===== config.mk =====
export PLATFORM = sky130hd
export DESIGN_NAME = arbitro_memoria_flat
export DESIGN_NICKNAME = d
export VERILOG_FILES = /design/src/rtl/arbitro_memoria_if.sv /design/src/rtl/arbitro_memoria.sv /design/src/flat_wrapper.sv
export SDC_FILE = /design/constraint.sdc
export NUM_CORES = 1
export LEC_CHECK = 0
export CORE_AREA = 2 2 74 76
export CTS_BUF_LIST = sky130_fd_sc_hd__clkbuf_16
export CTS_CLUSTER_DIAMETER = 30
export DETAILED_ROUTE_END_ITERATION = 10
export DIE_AREA = 0 0 76 78
export PLACE_DENSITY = 0.81
export SLEW_MARGIN = 20
export SYNTH_ARGS = -nofsm -noshare
export SYNTH_HDL_FRONTEND = slang
export SYNTH_SLANG_ARGS = --single-unit

===== constraint.sdc =====
create_clock -name clock -period 1.3 [get_ports clock]
set_input_delay 0.26 -clock clock [delete_from_list [all_inputs] [get_ports clock]]
set_output_delay 0.26 -clock clock [all_outputs]
set_load 0.02 [all_outputs]

===== src/rtl/arbitro_memoria_if.sv =====
// Requester-side bus of arbitro_memoria: two request ports plus the shared read-return path.
interface arbitro_memoria_if #(
    parameter int DATA_WIDTH = 8,
    parameter int ADDR_WIDTH = 12
);
    logic                  req0;
    logic                  req1;
    logic                  we0;
    logic                  we1;
    logic [ADDR_WIDTH-1:0] addr0;
    logic [ADDR_WIDTH-1:0] addr1;
    logic [DATA_WIDTH-1:0] wdata0;
    logic [DATA_WIDTH-1:0] wdata1;
    logic                  gnt0;
    logic                  gnt1;
    logic                  rvalid0;
    logic                  rvalid1;
    logic [DATA_WIDTH-1:0] rdata;
    logic                  busy;

    modport master (
        output req0, req1, we0, we1, addr0, addr1, wdata0, wdata1,
        input  gnt0, gnt1, rvalid0, rvalid1, rdata, busy
    );

    modport slave (
        input  req0, req1, we0, we1, addr0, addr1, wdata0, wdata1,
        output gnt0, gnt1, rvalid0, rvalid1, rdata, busy
    );
endinterface


===== src/rtl/arbitro_memoria.sv =====
// Two-port arbiter/sequencer in front of one synchronous-read memoria instance.
// Define ARBITRO_RR_EN for round-robin arbitration; default is fixed priority (port 0 wins).
//
// state   | meaning
// OCIOSO  | idle, arbitrate pending requests and latch the winner
// ACESSO  | memory address/data/EscMen driven for one cycle, grant high
// CAPTURA | memory output valid, captured into rdata with rvalid pulse
module arbitro_memoria #(
    parameter int DATA_WIDTH = 8,
    parameter int ADDR_WIDTH = 12
) (
    input  logic                  clock,
    input  logic                  reset,
    arbitro_memoria_if.slave      bus,
    output logic [DATA_WIDTH-1:0] mem_data,
    output logic [ADDR_WIDTH-1:0] mem_write_addr,
    output logic [ADDR_WIDTH-1:0] mem_read_addr,
    output logic                  mem_EscMen,
    input  logic [DATA_WIDTH-1:0] mem_saida
);

    typedef enum logic [1:0] {
        OCIOSO  = 2'd0,
        ACESSO  = 2'd1,
        CAPTURA = 2'd2
    } estado_t;

    estado_t state;
    logic    own;
    logic    win;

`ifdef ARBITRO_RR_EN
    logic last;

    // On contention the port not served last wins; otherwise whoever asks.
    always_comb begin
        win = bus.req1;
        if (bus.req0 && bus.req1) begin
            win = ~last;
        end
    end
`else
    always_comb begin
        win = ~bus.req0;
    end
`endif

    always_ff @(posedge clock) begin
        if (reset) begin
            state          <= OCIOSO;
            own            <= 1'b1;
            bus.gnt0       <= 1'b0;
            bus.gnt1       <= 1'b0;
            bus.rvalid0    <= 1'b0;
            bus.rvalid1    <= 1'b0;
            bus.rdata      <= '0;
            bus.busy       <= 1'b0;
            mem_data       <= '0;
            mem_write_addr <= '0;
            mem_read_addr  <= '0;
            mem_EscMen     <= 1'b0;
`ifdef ARBITRO_RR_EN
            last           <= 1'b1;
`endif
        end else begin
            bus.gnt0    <= 1'b0;
            bus.gnt1    <= 1'b0;
            bus.rvalid0 <= 1'b0;
            bus.rvalid1 <= 1'b0;
            mem_EscMen  <= 1'b0;
            case (state)
                OCIOSO: begin
                    if (bus.req0 || bus.req1) begin
                        own            <= win;
                        mem_write_addr <= win ? bus.addr1 : bus.addr0;
                        mem_read_addr  <= win ? bus.addr1 : bus.addr0;
                        mem_data       <= win ? bus.wdata1 : bus.wdata0;
                        mem_EscMen     <= win ? bus.we1 : bus.we0;
                        bus.gnt0       <= ~win;
                        bus.gnt1       <= win;
                        bus.busy       <= 1'b1;
                        state          <= ACESSO;
`ifdef ARBITRO_RR_EN
                        last           <= win;
`endif
                    end
                end
                ACESSO: begin
                    // mem_EscMen still holds the latched we for this access.
                    if (mem_EscMen) begin
                        state    <= OCIOSO;
                        bus.busy <= 1'b0;
                    end else begin
                        state    <= CAPTURA;
                    end
                end
                CAPTURA: begin
                    bus.rdata   <= mem_saida;
                    bus.rvalid0 <= ~own;
                    bus.rvalid1 <= own;
                    bus.busy    <= 1'b0;
                    state       <= OCIOSO;
                end
                default: begin
                    bus.busy <= 1'b0;
                    state    <= OCIOSO;
                end
            endcase
        end
    end

endmodule


===== src/flat_wrapper.sv =====
// flat-port wrapper written by rule: the top's interface ports become plain ports
module arbitro_memoria_flat 
#(
    parameter int DATA_WIDTH = 8,
    parameter int ADDR_WIDTH = 12
)
  (clock, reset, mem_data, mem_write_addr, mem_read_addr, mem_EscMen, mem_saida, bus_req0, bus_req1, bus_we0, bus_we1, bus_addr0, bus_addr1, bus_wdata0, bus_wdata1, bus_gnt0, bus_gnt1, bus_rvalid0, bus_rvalid1, bus_rdata, bus_busy);
  arbitro_memoria_if #(.DATA_WIDTH(DATA_WIDTH), .ADDR_WIDTH(ADDR_WIDTH)) bus_i ();
  input  logic clock;
  input  logic reset;
  output logic [DATA_WIDTH-1:0] mem_data;
  output logic [ADDR_WIDTH-1:0] mem_write_addr;
  output logic [ADDR_WIDTH-1:0] mem_read_addr;
  output logic mem_EscMen;
  input  logic [DATA_WIDTH-1:0] mem_saida;
  input wire logic [$bits(bus_i.req0)-1:0] bus_req0;
  input wire logic [$bits(bus_i.req1)-1:0] bus_req1;
  input wire logic [$bits(bus_i.we0)-1:0] bus_we0;
  input wire logic [$bits(bus_i.we1)-1:0] bus_we1;
  input wire logic [$bits(bus_i.addr0)-1:0] bus_addr0;
  input wire logic [$bits(bus_i.addr1)-1:0] bus_addr1;
  input wire logic [$bits(bus_i.wdata0)-1:0] bus_wdata0;
  input wire logic [$bits(bus_i.wdata1)-1:0] bus_wdata1;
  output wire logic [$bits(bus_i.gnt0)-1:0] bus_gnt0;
  output wire logic [$bits(bus_i.gnt1)-1:0] bus_gnt1;
  output wire logic [$bits(bus_i.rvalid0)-1:0] bus_rvalid0;
  output wire logic [$bits(bus_i.rvalid1)-1:0] bus_rvalid1;
  output wire logic [$bits(bus_i.rdata)-1:0] bus_rdata;
  output wire logic [$bits(bus_i.busy)-1:0] bus_busy;
  assign bus_i.req0 = bus_req0;
  assign bus_i.req1 = bus_req1;
  assign bus_i.we0 = bus_we0;
  assign bus_i.we1 = bus_we1;
  assign bus_i.addr0 = bus_addr0;
  assign bus_i.addr1 = bus_addr1;
  assign bus_i.wdata0 = bus_wdata0;
  assign bus_i.wdata1 = bus_wdata1;
  assign bus_gnt0 = bus_i.gnt0;
  assign bus_gnt1 = bus_i.gnt1;
  assign bus_rvalid0 = bus_i.rvalid0;
  assign bus_rvalid1 = bus_i.rvalid1;
  assign bus_rdata = bus_i.rdata;
  assign bus_busy = bus_i.busy;
  arbitro_memoria #(.DATA_WIDTH(DATA_WIDTH), .ADDR_WIDTH(ADDR_WIDTH)) u_core (.clock(clock), .reset(reset), .bus(bus_i), .mem_data(mem_data), .mem_write_addr(mem_write_addr), .mem_read_addr(mem_read_addr), .mem_EscMen(mem_EscMen), .mem_saida(mem_saida));
endmodule

[Yosys cells after proc, flatten, opt, wreduce, memory -nomap -nowiden]
Index checks and enable logic that the tools add are counted.
Widths: inputs -> output; s select.
Storage, ports and cells
  register bits: 37
  input bits: 54
  output and inout bits: 46
  logic and storage cells: 35
Operators by class
  equal/unequal tests: 4
  multiplexer cells: 9
  bitwise operators: 5
  reduce and logical (&&, ||, !) cells: 6
Operators with widths (number)
  $mux 12: 1
  $mux 8: 1
  $not 1->1: 5
  $mux 2: 2
  $ne 2x1->1 const B: 2
  $pmux 2 s2: 1
  $reduce_and 2->1: 2
  $mux 1: 3
  $reduce_or 3->1: 1
  $eq 2x1->1 const B: 1
  $eq 2x2->1 const B: 1
  $logic_not 2->1: 1
  $pmux 1 s2: 1
  $reduce_or 2->1: 1
  $logic_or 1x1->1: 1

[Longest topological paths before layout]
Gate-level depths: netlist of the first run.
  depth after elaboration: 3
  gate-level depth with buffers: 6
  mapped depth without buffers: 3

[Worst setup path after synthesis of the first run]
Ideal clock, no wire load.
  path type: input port to flip-flop
  from: input bus_req0
  to: register u_core.mem_data[1]
  library setup time: 81 ps
  arrival time: 1139 ps
  data required time: 1219 ps
  path slack: 80 ps
  cell stages on the path: 6
  buffers on the path: 3
  cell sequence: buf_6 or2_1 clkbuf_1 and2_4 buf_6 a211oi_2
Between the ends
  cells in the longest elaborated chain, start to end: 2
  elaborated cells between the ends (all ways): 3
  those cells by class: mux: 1; reduce/logical: 2
Ends and longest elaborated chain
  start, declared: line flat_wrapper.sv:16  | input wire logic [$bits(bus_i.req0)-1:0] bus_req0;
  $logic_or 1x1->1: line arbitro_memoria.sv:73  | if (bus.req0 || bus.req1) begin
  $reduce_and 2->1 (no line)
  end signal, assigned: line arbitro_memoria.sv:77  | mem_data <= win ? bus.wdata1 : bus.wdata0;
  end, declared: line arbitro_memoria.sv:15  | output logic [DATA_WIDTH-1:0] mem_data,
Parallel ways exist; a longest one is shown, timed or not.
A chain may end at the register's enable or synchronous reset.

==> metrics.cfg, run 1 <==
[status]
status = complete, no violations

[clocking]
cts_setup_buffers = 0
cts_tree = done
clock_latency_ns = 0.27
clkTransAtPathRegs_ns = 0.05
cts_root_buffer = clkbuf_16
h-tree-depth = 2
cts-buffers-inserted = 5
cts_sinks = 37
cts.path.max_buffers = 2

[placed_design]
dpl.hpwl_mm = 3.60
dp_cells = 324
portBuffers = 99
place_congestion = 0.708

[sta]
finalClockSkew_ns = 0.00315
hold_violations = 0
grt_setup_unrepaired = yes
drv_slew = 0
worstMarginPinSlew_ns = 0.461
finalSetupViolations = 0
period_minus_slack_ns = 1.26
timing.setup.tns_ns = 0
period_share = 0.968
max_slew_margin = 0.693
clock.fmax_ghz = 0.795

[worst_setup_path]
setup.worst_path.class = reg2out
path_cells = dlygate4sd2_1
slowest_delay_ns = 0.37
worstPathArrival_ns = 1.00
cp-end-kind = output port
critical_path_required_ns = 1.04
start_kind = register
cp_num_buf_inv = 1
cp_top_family = flip-flops
cpMaxStageDelayCell = dfxtp_1
cp.depth = 1
reg2reg_depth = 4
cp_max_fo = 3

[yosys]
synthAdderAreaFrac = 0
synth-xor-area-share = 0
synth_top_family_by_area = compound AO/OA/AOI/OAI gates
synth.area.top_cells = dfxtp_1 (44%), a211oi_2 (15%), mux2i_1 (12%)
synth_seq_cells = 37
yosys_warnings = 0
synth_edf_count = 0
syn_nets = 222
async_flop_share = 0
syn_area_per_cell_um2 = 10.1
synth_compound_area_frac = 0.244
synth_area_mm2 = 0.00170
yosys.cell_count.top_type = dfxtp_1
synthMuxAreaShare = 0.124
synth_largest_area_cell = dfxtp_1
synth-simple-area-share = 0.0900
netlist_instances = 168
yosysSeqAreaShare = 0.437
synthTopCellsByCount = dfxtp_1 (37), a21oi_1 (28), mux2i_1 (21)
synth_top_area_share = 0.437
yosysUniqueCellTypes = 21
synth-main-ff-cell = dfxtp_1

[routing]
drc = 0
vias = 1542
ant_nets = 0
wl_mm = 4.71
post_drt_wl_per_cell_um = 14.2
dr.first_iter.drc_count = 41
avgViaCountPerCell = 4.63
first_pass_iters = 4

[global_route]
grt_pass1_vias = 1542
gr-usage-met2 = 0.269
grt_max_degree = 20
grt_use_met3 = 0.0721
antenna_found_initial = 0
track_usage = 0.159
busiest_layer = met2
grt-ovfl-total = 0
met1_usage = 0.189
grt_pass1_wl_mm = 7.53

[min_path]
worstHoldPathType = in2reg
hold_depth = 2

[power]
pwr-share-seq = 0.388
p_sw_uw = 968
pwr-share-clk = 0.330
leakagePower_uw = 0.00126
p_int_uw = 2390
ir_drop_v = 0.000725
powerDensity_mw_per_mm2 = 1180
combPwrFrac = 0.282
sw_frac_of_total = 0.289

[cells_and_area]
antenna_cells = 0
drive_gt1_frac = 0.198
fin_cells = 333
areaGrowthSynthToFinish_pct = 67.6
final_nets = 316
final_util = 0.564

[die]
initial_core_util = 0.336
io_pins = 100
core_area_mm2 = 0.00504
die_area_mm2 = 0.00593
rows = 26
die_h_um = 78
dieWidth_um = 76

[run]
maxCapViolCount = 0

-- layout make-up --
| class | count | area, um2 |
|---|---|---|
| well taps | 70 | 87.6 |
| clock buffers | 5 | 125 |
| multi-input cells | 104 | 817 |
| repair buffers | 114 | 1060 |
| fillers | 464 | 2200 |
| clock inverters | 3 | 11.3 |
| flip-flops and latches | 37 | 741 |
-- worst paths after layout --
| kind | slack [ns] | from | endpoint |
|---|---|---|---|
| worst max-delay path | 0.04 | u_core.mem_write_addr[10]$_SDFFE_PP0P_ | mem_read_addr[10] |
| worst min-delay path | 0.43 | reset | u_core.state[0]$_SDFFE_PP0P_ |
| worst max register to register | 0.08 | u_core.state[0]$_SDFFE_PP0P_ | u_core.mem_data[5]$_SDFFE_PP0P_ |
| worst min register to register | 0.45 | u_core.bus.rdata[0]$_SDFFE_PP0N_ | u_core.bus.rdata[0]$_SDFFE_PP0N_ |
-- layer usage --
metal | part of all wire | up-vias
met5 | 0 | -
met4 | 0.0017 | 0
met3 | 0.086 | 2
met2 | 0.47 | 66
met1 | 0.44 | 701
li1 | - | 773
-- metrics by stage --
stage               cell area [um2]  worst slack [ns]  total power [uW]  hold slack, ns
floorplan                      1700            0.0802              1890           0.396
global placement               2720            -0.306              2320           0.441
detailed placement             2720            -0.364              2340           0.452
CTS                            2810           -0.0206              3370           0.431
global route                   2840          0.000465              3520           0.442
finish                         2840            0.0418              3350           0.427
-- registers in the layout, indices dropped and copies added, names as in the netlist --
signal	cells
u_core.mem_data	8
u_core.bus.busy	1
u_core.bus.gnt1	1
u_core.bus.rvalid0	1
u_core.bus.rvalid1	1
u_core.bus.gnt0	1
u_core.bus.rdata	8
u_core.own	1
u_core.state	2
u_core.mem_EscMen	1
u_core.mem_write_addr	12
-- power groups by stage --
stage	sequential, uW	combinational [uW]	clock, uW
final	1300	947	1110
after detailed placement	1330	1020	0
after global placement	1320	996	0
after global routing	1310	1010	1200
after CTS	1300	941	1130
after floorplan	1430	456	0
-- placed cells by master (no fill, tap or decap) --
cell | synthesis | layout
dfxtp_1 | 37 | 37
clkdlybuf4s50_1 | 0 | 52
clkbuf_16 | 0 | 5
nor2b_1 | 1 | 1
a211o_1 | 1 | 1
or2_4 | 0 | 1
mux2i_2 | 0 | 1
a21oi_1 | 28 | 22
nor2_2 | 0 | 1
dlygate4sd2_1 | 0 | 45
inv_1 | 0 | 3
clkdlybuf4s15_1 | 0 | 1
mux2i_1 | 21 | 20
and2_4 | 1 | 2
nand2_1 | 17 | 17
a211oi_1 | 1 | 1
a211oi_2 | 20 | 20
nor2_1 | 2 | 1
a21oi_2 | 0 | 6
nand2b_1 | 2 | 2
nor3_1 | 3 | 3
buf_12 | 0 | 1
buf_6 | 3 | 2
buf_2 | 5 | 1
nor4b_1 | 2 | 2
o21bai_1 | 1 | 1
nor3b_1 | 2 | 2
buf_4 | 12 | 12
-- cell families (layout without fill, tap and decap cells) --
family / Yosys count / count (layout)
mux: 21 / 21
compound gates: 51 / 51
flops: 37 / 37
buf+inv: 28 / 122
simple gates: 31 / 32
-- repair_timing --
action	CTS	global route
gates cloned	1	0
setup endpoints to repair	66	17
gates resized for setup	50	9
endpoints found under the hold margin	0	0
pin swaps	0	1
hold buffers	0	0
Power figures use the tool's default switching activity.
==> run 2, diff against run 1 <==
--- a/config.mk
+++ b/config.mk
@@ -10,8 +10,7 @@
 export CTS_CLUSTER_DIAMETER = 30
 export DETAILED_ROUTE_END_ITERATION = 10
 export DIE_AREA = 0 0 76 78
-export PLACE_DENSITY = 0.81
-export SLEW_MARGIN = 20
+export PLACE_DENSITY_LB_ADDON = 0.08
 export SYNTH_ARGS = -nofsm -noshare
 export SYNTH_HDL_FRONTEND = slang
 export SYNTH_SLANG_ARGS = --single-unit
==> run 2 against run 1 <==
Core utilization decreased by 0.32 points. Maximum frequency increased by 0.44%. Total power increased by 0.50%. Sequential power about the same. Final cell count decreased by 0.60%. Final area decreased by 0.57%. Clock-buffer cell count unchanged.
==> metrics.cfg, run 2 (synthesis gave the netlist of run 1 again) <==
[die]
dieWidth_um = 76
die_h_um = 78
die_area_mm2 = 0.00593
initial_core_util = 0.336
rows = 26
core_area_mm2 = 0.00504
io_pins = 100

[cells_and_area]
drive_gt1_frac = 0.192
final_util = 0.561
largest-register = u_core.mem_write_addr
seqCellArea_um2 = 741
multiInputGateArea_um2 = 811
top_regs = u_core.mem_write_addr x12, u_core.bus.rdata x8, u_core.mem_data x8
areaGrowthSynthToFinish_pct = 66.7
final_cell_mix = clkdlybuf4s50_1 (51), dlygate4sd2_1 (45), dfxtp_1 (37)
final_nets = 314
layout_commonest_cell = clkdlybuf4s50_1
n_fill_cell = 491
design_area_mm2 = 0.00283
antenna_cells = 0
largest_reg_flops = 12

[clocking]
clock_latency_ns = 0.28
cts_tree = done
cts-buffers-inserted = 5
ctsHoldBuffers = 0
cts.path.max_buffers = 2
h-tree-depth = 2
cts_sinks = 37
clkTransAtPathRegs_ns = 0.06
cts_root_buffer = clkbuf_16

[placed_design]
place_congestion = 0.649
dpl.hpwl_mm = 3.34
portBuffers = 99
post_dp_cell_area_mm2 = 0.00270
pre_cts_ws_ns = -0.279

[global_route]
track_usage = 0.156
antenna_found_initial = 0
grt_pass1_vias = 1550
grt_max_degree = 21
grt-ovfl-total = 0
grt_pass1_wl_mm = 7.55

[sta]
clock.fmax_ghz = 0.798
timing.setup.tns_ns = 0
period_share = 0.964
finalSetupViolations = 0
worstMarginPinSlew_ns = 0.390
drv_slew = 0
finalClockSkew_ns = 0.00720
setup_slack_ns = 0.0474
period_minus_slack_ns = 1.25
hold_violations = 0
grt_setup_unrepaired = yes
max_slew_margin = 0.740

[run]
maxCapViolCount = 0

[worst_setup_path]
regToRegEndpoint = u_core.mem_data[3]$_SDFFE_PP0P_
worstPathArrival_ns = 0.99
worstReg2RegStart = u_core.state[0]$_SDFFE_PP0P_
regToRegSetupSlack_ns = 0.14
reg2reg_depth = 4
cp_num_buf_inv = 1
path_cells = dlygate4sd2_1
slowest_delay_ns = 0.36
cp_top_family = flip-flops
cp-end-kind = output port
critical_path_required_ns = 1.04
cpMaxStageDelayCell = dfxtp_1
setup.worst_path.class = reg2out
start_kind = register
cp_max_fo = 3

[routing]
post_drt_wl_per_cell_um = 14.0
wl_mm = 4.62
vias = 1534
ant_nets = 0
first_pass_iters = 4
drc = 0
dr.first_iter.drc_count = 48
avgViaCountPerCell = 4.63

[status]
status = complete, no violations

[min_path]
min_to = u_core.state[0]$_SDFFE_PP0P_
hold_start = reset
worstHoldPathType = in2reg
hold_depth = 2

[power]
leakagePower_uw = 0.00125
ir_drop_v = 0.000712
p_total_uw = 3370
powerDensity_mw_per_mm2 = 1190

## run 2: changes by cell type in the layout (fill, tap and decap cells not counted), moves of 2 or more
| cell | change |
|---|---|
| a21oi_1 | +2 |
| a21oi_2 | -2 |
| clkinv_2 | +2 |
| inv_1 | -3 |
## run 2: area by class of cell
| type | instances | share of cell area |
|---|---|---|
| timing repair buffer | 112 | 0.370 |
| multi-input combinational | 104 | 0.287 |
| sequential | 37 | 0.262 |
| clock buffer | 5 | 0.0442 |
| tap | 70 | 0.0310 |
| clock inverter | 3 | 0.00619 |
## run 2: worst register-to-register path: stages (launching register included)
cell      delay (ns)
dfxtp_1         0.37
nor2_4          0.18
buf_4           0.23
a21oi_1         0.11
a211oi_2        0.19
## run 2: worst max-delay path by stage
stage	start	to	slack, ns	cells past startpoint
floorplan	bus_req0	u_core.mem_data[1]$_SDFFE_PP0P_	0.08	6
global placement	bus_req0	u_core.mem_write_addr[5]$_SDFFE_PP0P_	-0.25	4
detailed placement	bus_req0	u_core.mem_write_addr[8]$_SDFFE_PP0P_	-0.28	4
CTS	bus_req0	u_core.mem_data[6]$_SDFFE_PP0P_	0.006	4
global route	u_core.mem_write_addr[4]$_SDFFE_PP0P_	mem_read_addr[4]	-0.004	1
finish	u_core.mem_write_addr[8]$_SDFFE_PP0P_	mem_write_addr[8]	0.05	1
## run 2: what timing repair did
action	in CTS	in global routing
gates resized for setup	46	10
endpoints found under the setup margin	46	20
setup buffers	0	0
gates cloned	0	1
## run 2: stage by stage
step           instances  hold WS (ns)
5_1_grt              331         0.401
2_1_floorplan        168         0.396
3_3_place_gp         322         0.441
6_report             331         0.377
3_5_place_dp         322         0.443
4_1_cts              330         0.365
## run 2: power by group
| part | internal [uW] | switching [uW] |
|---|---|---|
| registers | 1240 | 65.9 |
| clock network | 701 | 437 |
| logic | 453 | 477 |
| total | 2390 | 980 |
## run 2: layer usage
layer  global-route usage  share of wire
met3               0.0547          0.072
met2                0.257           0.48
met1                0.195           0.45
met4               0.0436         0.0041
met5                    0              0
